`src/rtl/aes_pkg.sv`:
```
// Shared AES constants, FSM encoding and GF(2^8) helpers for the round datapath.
package aes_pkg;

   // Reduction constant for x^8+x^4+x^3+x+1.
   localparam logic [7:0] AES_POLY = 8'h1B;

   // InvMixColumns coefficients.
   localparam logic [7:0] COEF_0E = 8'h0E;
   localparam logic [7:0] COEF_0B = 8'h0B;
   localparam logic [7:0] COEF_0D = 8'h0D;
   localparam logic [7:0] COEF_09 = 8'h09;

   typedef enum logic [1:0] {
      ST_IDLE = 2'd0,
      ST_BUSY = 2'd1,
      ST_DONE = 2'd2
   } state_e;

   // Multiply by x (0x02) in GF(2^8).
   function automatic logic [7:0] xtime(input logic [7:0] b);
      return {b[6:0], 1'b0} ^ (b[7] ? AES_POLY : 8'h00);
   endfunction

   // Product with a 4-bit coefficient, built from a precomputed xtime chain
   // (b, 2b, 4b, 8b). Constant coefficients fold down to plain XOR trees.
   function automatic logic [7:0] gf_pick(input logic [7:0] x1, input logic [7:0] x2,
                                          input logic [7:0] x4, input logic [7:0] x8,
                                          input logic [7:0] coef);
      logic [7:0] p;
      p = 8'h00;
      if (coef[0]) p = p ^ x1;
      if (coef[1]) p = p ^ x2;
      if (coef[2]) p = p ^ x4;
      if (coef[3]) p = p ^ x8;
      return p;
   endfunction

endpackage

```
`src/rtl/inv_mix_word.sv`:
```
// Combinational InvMixColumns of one 32-bit column (row 0 in the top byte).
module inv_mix_word
   import aes_pkg::*;
(
   input  logic [31:0] word_i,
   output logic [31:0] word_o
);

   logic [7:0] a  [4];
   logic [7:0] x2 [4];
   logic [7:0] x4 [4];
   logic [7:0] x8 [4];
   logic [7:0] m9 [4];
   logic [7:0] mb [4];
   logic [7:0] md [4];
   logic [7:0] me [4];

   // Per-byte xtime chain and the four coefficient multiples.
   always_comb begin
      for (int i = 0; i < 4; i++) begin
         a[i]  = word_i[31-8*i -: 8];
         x2[i] = xtime(a[i]);
         x4[i] = xtime(x2[i]);
         x8[i] = xtime(x4[i]);
         m9[i] = gf_pick(a[i], x2[i], x4[i], x8[i], COEF_09);
         mb[i] = gf_pick(a[i], x2[i], x4[i], x8[i], COEF_0B);
         md[i] = gf_pick(a[i], x2[i], x4[i], x8[i], COEF_0D);
         me[i] = gf_pick(a[i], x2[i], x4[i], x8[i], COEF_0E);
      end
   end

   // Circulant combine: row j takes 0E from itself, then 0B, 0D, 09 rotating down.
   always_comb begin
      word_o = '0;
      for (int j = 0; j < 4; j++) begin
         word_o[31-8*j -: 8] = me[j] ^ mb[(j+1)%4] ^ md[(j+2)%4] ^ m9[(j+3)%4];
      end
   end

endmodule

```
`src/rtl/inv_mix_col_iter.sv`:
```
// Iterative InvMixColumns: one column per clock through a shared column unit,
// valid/ready on both sides, result held in the state register until taken.
module inv_mix_col_iter
   import aes_pkg::*;
(
   input  logic         clk,
   input  logic         rst,
   input  logic         in_valid,
   output logic         in_ready,
   input  logic [127:0] in_data,
   output logic         out_valid,
   input  logic         out_ready,
   output logic [127:0] out_data
);

   state_e        state_q, state_d;
   logic [1:0]    col_q, col_d;
   logic [127:0]  st_q, st_d;
   logic [6:0]    col_base;
   logic [31:0]   col_in, col_out;

   assign col_base = {col_q, 5'd0};
   assign col_in   = st_q[col_base +: 32];
   assign out_data = st_q;

   inv_mix_word u_word (
      .word_i (col_in),
      .word_o (col_out)
   );

   // State, column counter and data register.
   // NOTE: st_q is an ordinary register rather than a RAM, so it is cleared on
   // reset like the rest; that makes out_data a defined zero after reset.
   always_ff @(posedge clk or posedge rst) begin
      if (rst) begin
         state_q <= ST_IDLE;
         col_q   <= 2'd0;
         st_q    <= '0;
      end else begin
         // NOTE: non-blocking assignments here so every register samples the
         // pre-edge values, independent of statement order.
         state_q <= state_d;
         col_q   <= col_d;
         st_q    <= st_d;
      end
   end

   // Next-state, column write-back and handshake outputs.
   always_comb begin
      // NOTE: every output gets a default first so no path leaves it unassigned
      // (which would infer a latch).
      state_d   = state_q;
      col_d     = col_q;
      st_d      = st_q;
      in_ready  = 1'b0;
      out_valid = 1'b0;

      case (state_q)
         ST_IDLE: begin
            in_ready = 1'b1;
            if (in_valid) begin
               st_d    = in_data;
               col_d   = 2'd0;
               state_d = ST_BUSY;
            end
         end
         ST_BUSY: begin
            st_d[col_base +: 32] = col_out;
            col_d = col_q + 2'd1;
            if (col_q == 2'd3) begin
               state_d = ST_DONE;
            end
         end
         ST_DONE: begin
            out_valid = 1'b1;
            in_ready  = out_ready;
            if (out_ready) begin
               if (in_valid) begin
                  st_d    = in_data;
                  col_d   = 2'd0;
                  state_d = ST_BUSY;
               end else begin
                  state_d = ST_IDLE;
               end
            end
         end
         default: begin
            state_d = ST_IDLE;
            col_d   = 2'd0;
         end
      endcase
   end

endmodule

```
`config.mk`:
```
export PLATFORM = sky130hd
export DESIGN_NAME = inv_mix_col_iter
export DESIGN_NICKNAME = d
export VERILOG_FILES = /design/src/rtl/aes_pkg.sv /design/src/rtl/inv_mix_word.sv /design/src/rtl/inv_mix_col_iter.sv
export SDC_FILE = /design/constraint.sdc
export NUM_CORES = 1
export LEC_CHECK = 0
export CORE_ASPECT_RATIO = 1.75
export CORE_MARGIN = 4
export CORE_UTILIZATION = 40
export CTS_BUF_LIST = sky130_fd_sc_hd__clkbuf_8
export CTS_CLUSTER_DIAMETER = 30
export DETAILED_ROUTE_END_ITERATION = 8
export PLACE_DENSITY = 0.72
export SLEW_MARGIN = 5
export SYNTH_ARGS = -nofsm -noshare
export SYNTH_HDL_FRONTEND = slang
export SYNTH_SLANG_ARGS = --single-unit
export TNS_END_PERCENT = 10
```
`constraint.sdc`:
```
create_clock -name clk -period 3.6 [get_ports clk]
set_clock_uncertainty 0.05 [all_clocks]
set_input_delay 0.36 -clock clk [delete_from_list [all_inputs] [get_ports clk]]
set_output_delay 0.36 -clock clk [all_outputs]
set_load 0.05 [all_outputs]
```
==> results.cfg, run 1 <==
[clock_network]
clock_sinks = 132
cts_made_buffers = 17
clock_path_buffers = 2
clk_latency_ns = 0.47
cts_root_buf = clkbuf_8
htreeDepth = 4
cts_tree = done
ctsHoldBuffers = 0
cts.clk_slew.worst_paths_ns = 0.08

[sta]
grt_setup_unrepaired = false
timing.final.ws_setup_ns = 0.156
fin_tns_setup_ns = 0
finalCriticalPeriod_ns = 3.44
tightest_slew_ns = 1.24
finalHoldViolations = 0
relSlewSlack_pct = 17.5
setup_viol = 0
max_freq_ghz = 0.290
min_period_over_period_pct = 95.7
maxSlewViolCount = 0

[drt]
drt_iter0_drc = 693
wire_per_inst_um = 25.2
vias_per_cell = 5.85
vias = 8249
drc = 0
drt_wl_total_um = 35500
first_pass_iters = 6
drtAntennaViolNets = 0

[grt]
track_usage_pct = 28.3
grt-ovfl-total = 0
grt_pass1_wl_um = 53300
grt.busiest_layer = met2
grt_pass1_vias = 8820
use_met2_pct = 48.5
use_met1_pct = 31.8
antenna_found_initial = 0
grt_max_degree = 133
grtUsageMet3_pct = 4.91

[worst_setup_path]
worst-setup-path-type = register to register
critPathBufInv = 2
crit_chain = buf_12, buf_4, mux4_2, xnor2_1, xnor3_1, xnor2_2, xnor3_1, a2bb2oi_1, a21oi_2
cp-start-kind = register
cpLargestDelayFamily = XOR/XNOR gates
required_ns = 3.95
slowest_stage = mux4_2
slowest_delay_ns = 0.63
crit_top_cell = xnor3_1
crit_arrival_ns = 3.79
crit_path_end_kind = register
worstPathMaxFanout = 19

[cells_and_area]
syn_to_final_growth_pct = 37.6
seq_area_mm2 = 0.00330
layout_common_cells = clkdlybuf4s50_1 (261), dfrtp_1 (131), xnor2_1 (99)
fillers = 1916
finalInstanceArea_mm2 = 0.0125
multiInputGateArea_mm2 = 0.00545
drive_gt1_share_pct = 11.7
layout_commonest_cell = clkdlybuf4s50_1
finalNetCount = 1236

[logic_synthesis]
yosys_warnings = 0
syn_nets = 989
netlist_area_mm2 = 0.00906
synth_cell_type_count = 42
synth-seq-cells = 132
avgSynthCellArea_um2 = 10.6
synth-seq-area-share_pct = 36.5
synthCells = 853

[floorplan]
die_area_mm2 = 0.0252
die_w_um = 122
row_count = 72
ioPinCount = 262
fp.dieH_um = 207
core-area_mm2 = 0.0223
start_util_pct = 40.7

[placed_design]
gp_congestion = 0.996
portBuffers = 261
dp_hpwl_um = 26600
placed_area_mm2 = 0.0120
pre_cts_ws_ns = 0.0995

[worst_hold_path]
hold_class = input pin to async pin

[job]
cap_violations = 0

[status]
status = finished clean
synthesized netlist by cell type (all sizes together):
cell     count  area [µm²]
nor3         1        5.00
a2bb2oi     17         149
xnor3       27         611
nor3b        1        7.51
nand3        6        30.0
a22oi        9        67.6
dfrtp      132        3300
nand2       21        78.8
clkbuf      48         180
or3          1        6.26
nor4         1        6.26
nand2b       2        12.5
o21ai       67         335
ha           4        50.1
xnor2      113        1090
nand3b       1        7.51
xor3         7         168
o22ai        3        18.8
o21a        56         420
and3        14        87.6
nor2        84         315
o211ai       8        60.1
a21oi       95         479
mux4        32         721
inv          4        15.0
xor2        43         384
or4          1        7.51
o221ai       1        8.76
a221oi      27         236
nor2b        3        18.8
buf         24         180
sequential cells by signal, summed over array words and instances, names as in the netlist:
register / count
col_q: 2
out_data: 128
state_q: 2
per-layer routing:
layer | vias to the layer above | routed length [µm]
met4 | 0 | 2570
met2 | 516 | 18700
met3 | 129 | 2400
li1 | 3555 | -
met1 | 4049 | 11900
met5 | - | 0
cell families after synthesis:
group           synth area share, %
compound gates                 19.6
xor+xnor                       24.9
fa+ha+maj                     0.552
buf+inv                        4.14
flops                          36.5
mux                            7.95
simple gates                   6.43
layout make-up:
| type | count | share of cell area, % |
|---|---|---|
| Multi-Input combinational cell | 645 | 43.7 |
| Sequential cell | 132 | 26.5 |
| Timing Repair Buffer | 300 | 23.6 |
| Tap cell | 296 | 2.97 |
| Clock buffer | 20 | 2.21 |
| Clock inverter | 12 | 0.853 |
| Inverter | 4 | 0.151 |
| Antenna cell | 1 | 0.0201 |
final timing paths:
path / startpoint / end / slack (ns) / cells after the start
worst max-delay path: col_q[0]$_DFFE_PP0P_ / out_data[20]$_DFFE_PP0P_ / 0.16 / 9
worst min-delay path: rst / out_data[15]$_DFFE_PP0P_ / 0.35 / 3
worst max register to register: col_q[0]$_DFFE_PP0P_ / out_data[20]$_DFFE_PP0P_ / 0.16 / 9
worst min register to register: out_data[89]$_DFFE_PP0P_ / out_data[89]$_DFFE_PP0P_ / 0.48 / 1
max in group asynchronous: rst / out_data[117]$_DFFE_PP0P_ / 2.51 / 3
min in group clk: in_data[91] / out_data[91]$_DFFE_PP0P_ / 0.44 / 3
worst min-delay path, stage by stage:
cell and delay, ns:
clkdlybuf4s50_1 0.44, clkinvlp_4 0.10, buf_12 0.46
stage by stage:
| stage | std cells | util, % | hold slack (ns) |
|---|---|---|---|
| final | 1410 | 56.0 | 0.345 |
| after global routing | 1409 | 56.0 | 0.384 |
| after CTS | 1409 | 55.9 | 0.417 |
| after detailed placement | 1377 | 54.1 | 0.461 |
| after global placement | 1377 | 54.1 | 0.446 |
| after floorplan | 853 | - | 0.456 |
repair_timing:
item | in CTS | in global routing
setup endpoints to repair | 0 | 6
resized for setup | 0 | 4
setup buffers | 0 | 0
Power of run 1 is not shown: default switching activity piles up to over one toggle a cycle in this logic, so the estimate is an artifact.
==> run 2: changes to the inputs <==
--- a/config.mk
+++ b/config.mk
@@ -7,11 +7,11 @@
 export LEC_CHECK = 0
 export CORE_ASPECT_RATIO = 1.75
 export CORE_MARGIN = 4
-export CORE_UTILIZATION = 40
+export CORE_UTILIZATION = 45
 export CTS_BUF_LIST = sky130_fd_sc_hd__clkbuf_8
 export CTS_CLUSTER_DIAMETER = 30
 export DETAILED_ROUTE_END_ITERATION = 8
-export PLACE_DENSITY = 0.72
+export PLACE_DENSITY = 0.79
 export SLEW_MARGIN = 5
 export SYNTH_ARGS = -nofsm -noshare
 export SYNTH_HDL_FRONTEND = slang
==> run 2 against run 1 <==
Against the previous run: clock-buffer cell count shrank 3; via count increased by 2.0%; design area decreased by 0.22%; highest routed layer unchanged.
==> results.cfg, run 2 (synthesized netlist as in run 1, its figures left out) <==
[drt]
vias = 8416
first_pass_iters = 5
vias_per_cell = 6.19
wire_per_inst_um = 26.1
drc = 0
drtAntennaViolNets = 0
drt_wl_total_um = 35500
drt_iter0_drc = 735

[floorplan]
row_count = 68
die_area_mm2 = 0.0226
start_util_pct = 45.9
fp.dieH_um = 196
core-area_mm2 = 0.0197
die_w_um = 115
ioPinCount = 262

[job]
cap_violations = 0

[worst_setup_path]
crit_arrival_ns = 3.76
worst-path-stages = 8
slowest_delay_ns = 0.73
worstPathMaxFanout = 33
worst-setup-path-type = register to register
r2r-start = col_q[0]$_DFFE_PP0P_
required_ns = 3.87
reg2reg_depth = 8
crit_chain = buf_12, mux4_2, xor2_1, xnor3_1, xnor3_2, xnor2_2, a2bb2oi_1, a21oi_1
cp-start-kind = register
slowest_stage = mux4_2
crit_path_end_kind = register
rrSetupSlack_ns = 0.12
critPathBufInv = 1
cpLargestDelayFamily = XOR/XNOR gates
r2r_end = out_data[3]$_DFFE_PP0P_

[sta]
grt_setup_unrepaired = false
min_period_over_period_pct = 96.7
max_freq_ghz = 0.287
finalHoldViolations = 0
maxSlewViolCount = 0
tightest_slew_ns = 1.11
relSlewSlack_pct = 25.7
finalCriticalPeriod_ns = 3.48
fin_tns_setup_ns = 0
setup_viol = 0

[clock_network]
clk_latency_ns = 0.47
cts_made_buffers = 17
cts.clk_slew.worst_paths_ns = 0.09
cts_root_buf = clkbuf_8
htreeDepth = 4
cts_tree = done
clock_sinks = 132
ctsHoldBuffers = 0
clock_path_buffers = 2

[grt]
grtUsageMet3_pct = 4.75
grt.busiest_layer = met2
antenna_found_initial = 1
grt-ovfl-total = 0
grt_pass1_vias = 8858
use_met1_pct = 37.7
track_usage_pct = 31.8
use_met2_pct = 53.3
grt_max_degree = 133
grt_pass1_wl_um = 53400

[cells_and_area]
drive_gt1_share_pct = 11.6
syn_to_final_growth_pct = 37.3
finalNetCount = 1236
layout_commonest_cell = clkdlybuf4s50_1
largest_reg_flops = 128
final_core_util_pct = 63.0
layout_common_cells = clkdlybuf4s50_1 (261), dfrtp_1 (131), xnor2_1 (99)

[placed_design]
dp_hpwl_um = 26000
portBuffers = 261
gp_congestion = 1.04

[worst_hold_path]
hold_class = input pin to async pin

[status]
status = finished clean
run 2: cell count changes in the layout (fill, tap and decap cells not counted), sizes merged:
cell | before | now
inv | 3 | 9
clkinv | 7 | 2
clkbuf | 20 | 17
bufinv | 1 | 2
clkinvlp | 5 | 6
run 2: worst max-delay path by stage:
stage / startpoint / to / slack [ns]
global placement: col_q[0]$_DFFE_PP0P_ / out_data[126]$_DFFE_PP0P_ / 0.20
floorplan: out_data[102]$_DFFE_PP0P_ / out_data[4]$_DFFE_PP0P_ / 0.31
global route: col_q[0]$_DFFE_PP0P_ / out_data[9]$_DFFE_PP0P_ / 0.0001
finish: col_q[0]$_DFFE_PP0P_ / out_data[3]$_DFFE_PP0P_ / 0.12
detailed placement: col_q[0]$_DFFE_PP0P_ / out_data[4]$_DFFE_PP0P_ / 0.16
CTS: col_q[0]$_DFFE_PP0P_ / out_data[3]$_DFFE_PP0P_ / 0.16
run 2: layer usage:
layer / wire length [µm] / vias to the layer above / share of wire, %
met5: 0 / - / 0
met4: 2290 / 0 / 6.5
met3: 2730 / 147 / 7.7
met2: 18400 / 604 / 52
met1: 12100 / 4106 / 34
li1: - / 3559 / -
run 2: worst min-delay path: cells and delay by family:
family | cells | cell delay [ns]
buf+inv | 3 | 0.99
run 2: final cells by class:
| cell class | count | area, µm² |
|---|---|---|
| Antenna cell | 1 | 2.50 |
| Timing Repair Buffer | 300 | 2980 |
| Inverter | 4 | 18.8 |
| Multi-Input combinational cell | 645 | 5420 |
| Clock buffer | 17 | 234 |
| Fill cell | 1603 | 7300 |
| Tap cell | 245 | 307 |
| Sequential cell | 132 | 3300 |
| Clock inverter | 15 | 173 |
run 2: timing repair:
action | 4_1_cts | 5_1_grt
endpoints found under the setup margin | 0 | 2
resized for setup | 0 | 2
setup buffers | 0 | 0
run 2: stage by stage:
stage | instance area, µm² | std cells | hold slack [ns] | setup WS (ns)
final | 12400 | 1359 | 0.339 | 0.119
after global routing | 12400 | 1359 | 0.419 | 0.000119
after CTS | 12400 | 1358 | 0.410 | 0.161
after detailed placement | 12000 | 1326 | 0.451 | 0.161
after global placement | 12000 | 1326 | 0.441 | 0.204
after floorplan | 9060 | 853 | 0.456 | 0.308
Power of run 2 is left out for the same reason.
==> run 3: changes to the inputs <==
--- a/config.mk
+++ b/config.mk
@@ -11,7 +11,7 @@
 export CTS_BUF_LIST = sky130_fd_sc_hd__clkbuf_8
 export CTS_CLUSTER_DIAMETER = 30
 export DETAILED_ROUTE_END_ITERATION = 8
-export PLACE_DENSITY = 0.79
+export PLACE_DENSITY_LB_ADDON = 0.1
 export SLEW_MARGIN = 5
 export SYNTH_ARGS = -nofsm -noshare
 export SYNTH_HDL_FRONTEND = slang
==> run 3 against run 2 <==
Against the previous run: routed wire length increased by 5.1%; register-to-register slack improved by 0.02 ns; flip-flop and latch count unchanged; global-route usage up 1.6 points; first-iteration DRC count shrank 13%; core utilization rose by 1.1 points; critical path type unchanged; highest routed layer is now met5.
==> results.cfg, run 3 (synthesized netlist as in run 1, its figures left out) <==
[drt]
drtAntennaViolNets = 0
drc = 0
drt_iter0_drc = 640
vias = 8307
drt_wl_total_um = 37300
first_pass_iters = 5
wire_per_inst_um = 27.0
vias_per_cell = 6.03

[floorplan]
fp.dieH_um = 196
ioPinCount = 262
die_area_mm2 = 0.0226
die_w_um = 115
start_util_pct = 45.9
row_count = 68
core-area_mm2 = 0.0197

[worst_setup_path]
rrSetupSlack_ns = 0.14
crit_chain = buf_4, mux4_2, xnor3_2, xnor3_1, xnor2_2, xnor3_1, a2bb2oi_1, a21oi_2
cpLargestDelayFamily = XOR/XNOR gates
crit_arrival_ns = 3.80
crit_top_cell = xnor3_1
slowest_stage = mux4_2
slowest_delay_ns = 0.67
critPathBufInv = 1
worstPathMaxFanout = 9
worst-setup-path-type = register to register
cp-start-kind = register
crit_path_end_kind = register
required_ns = 3.94

[clock_network]
clock_sinks = 132
post_cts_resized = 0
ctsHoldBuffers = 0
cts_setup_buffers = 0
clock_path_buffers = 2
cts_tree = done
htreeDepth = 4
cts.clk_slew.worst_paths_ns = 0.08
clk_latency_ns = 0.47
cts_root_buf = clkbuf_8
cts_made_buffers = 17

[cells_and_area]
fillers = 1681
multiInputGateArea_mm2 = 0.00546
syn_to_final_growth_pct = 39.7
layout_common_cells = clkdlybuf4s50_1 (261), dfrtp_1 (131), xnor2_1 (99)
layout_commonest_cell = clkdlybuf4s50_1
layout.cells.non_filler = 1378
finalNetCount = 1256
antennaDiodeCount = 0
seq_area_mm2 = 0.00330
drive_gt1_share_pct = 13.5
largest_reg_flops = 128

[sta]
relSlewSlack_pct = 12.6
maxSlewViolCount = 0
tightest_slew_ns = 1.31
setup_viol = 0
grt_setup_unrepaired = true
holdWs_ns = 0.356
finalCriticalPeriod_ns = 3.46
finalHoldViolations = 0
min_period_over_period_pct = 96.1
max_freq_ghz = 0.289

[grt]
grt_pass1_wl_um = 55000
grt_pass1_vias = 8811
antenna_found_initial = 1
track_usage_pct = 33.4
grt_max_degree = 72
grt-ovfl-total = 0

[placed_design]
gp_congestion = 1.00
dp.cells = 1346
dp_hpwl_um = 28000
portBuffers = 261

[status]
status = finished clean

[job]
cap_violations = 0

[worst_hold_path]
hold_class = input pin to async pin
==> run 3: cell count changes in the layout (fill, tap and decap cells not counted), moves of 3 or more <==
cell / delta
buf_4: +20
clkbuf_8: +4
a21oi_2: -3
a21oi_4: +3
==> run 3: routing by layer <==
metal	up-vias	routed length [µm]	part of all wire [%]	global-route usage, %
met2	424	19400	52	57.3
met5	-	13	0.035	0
met4	2	1650	4.4	14.5
li1	3596	-	-	-
met1	4187	13700	37	40.1
met3	98	2490	6.7	6.64
==> run 3: stage by stage <==
stage	util, %	setup WS, ns	TNS (ns)	area [µm²]
3_3_place_gp	61.8	0.129	0	12200
6_report	64.1	0.142	0	12700
5_1_grt	64.1	-0.00634	-0.0102	12700
4_1_cts	64.0	0.0471	0	12600
3_5_place_dp	61.8	0.0636	0	12200
2_1_floorplan	-	0.308	0	9060
==> run 3: path summary, 6_finish.rpt <==
check                                         startpoint                  endpoint  cells after the start
min in group clk                             in_data[28]  out_data[28]$_DFFE_PP0P_                      3
worst max register to register      col_q[0]$_DFFE_PP0P_  out_data[20]$_DFFE_PP0P_                      8
worst max-delay path                col_q[0]$_DFFE_PP0P_  out_data[20]$_DFFE_PP0P_                      8
worst min-delay path                                 rst   out_data[0]$_DFFE_PP0P_                      2
worst min register to register  out_data[17]$_DFFE_PP0P_  out_data[17]$_DFFE_PP0P_                      1
max in group asynchronous                            rst  out_data[62]$_DFFE_PP0P_                      3
==> run 3: final cells by class <==
type                    count  share of cell area [%]
multi-input cells         645                    43.2
flip-flops and latches    132                    26.1
repair buffers            320                    24.7
well taps                 245                    2.42
clock buffers              21                    2.28
clock inverters            11                    1.17
inverters                   4                   0.148
Power of run 3 is left out for the same reason.
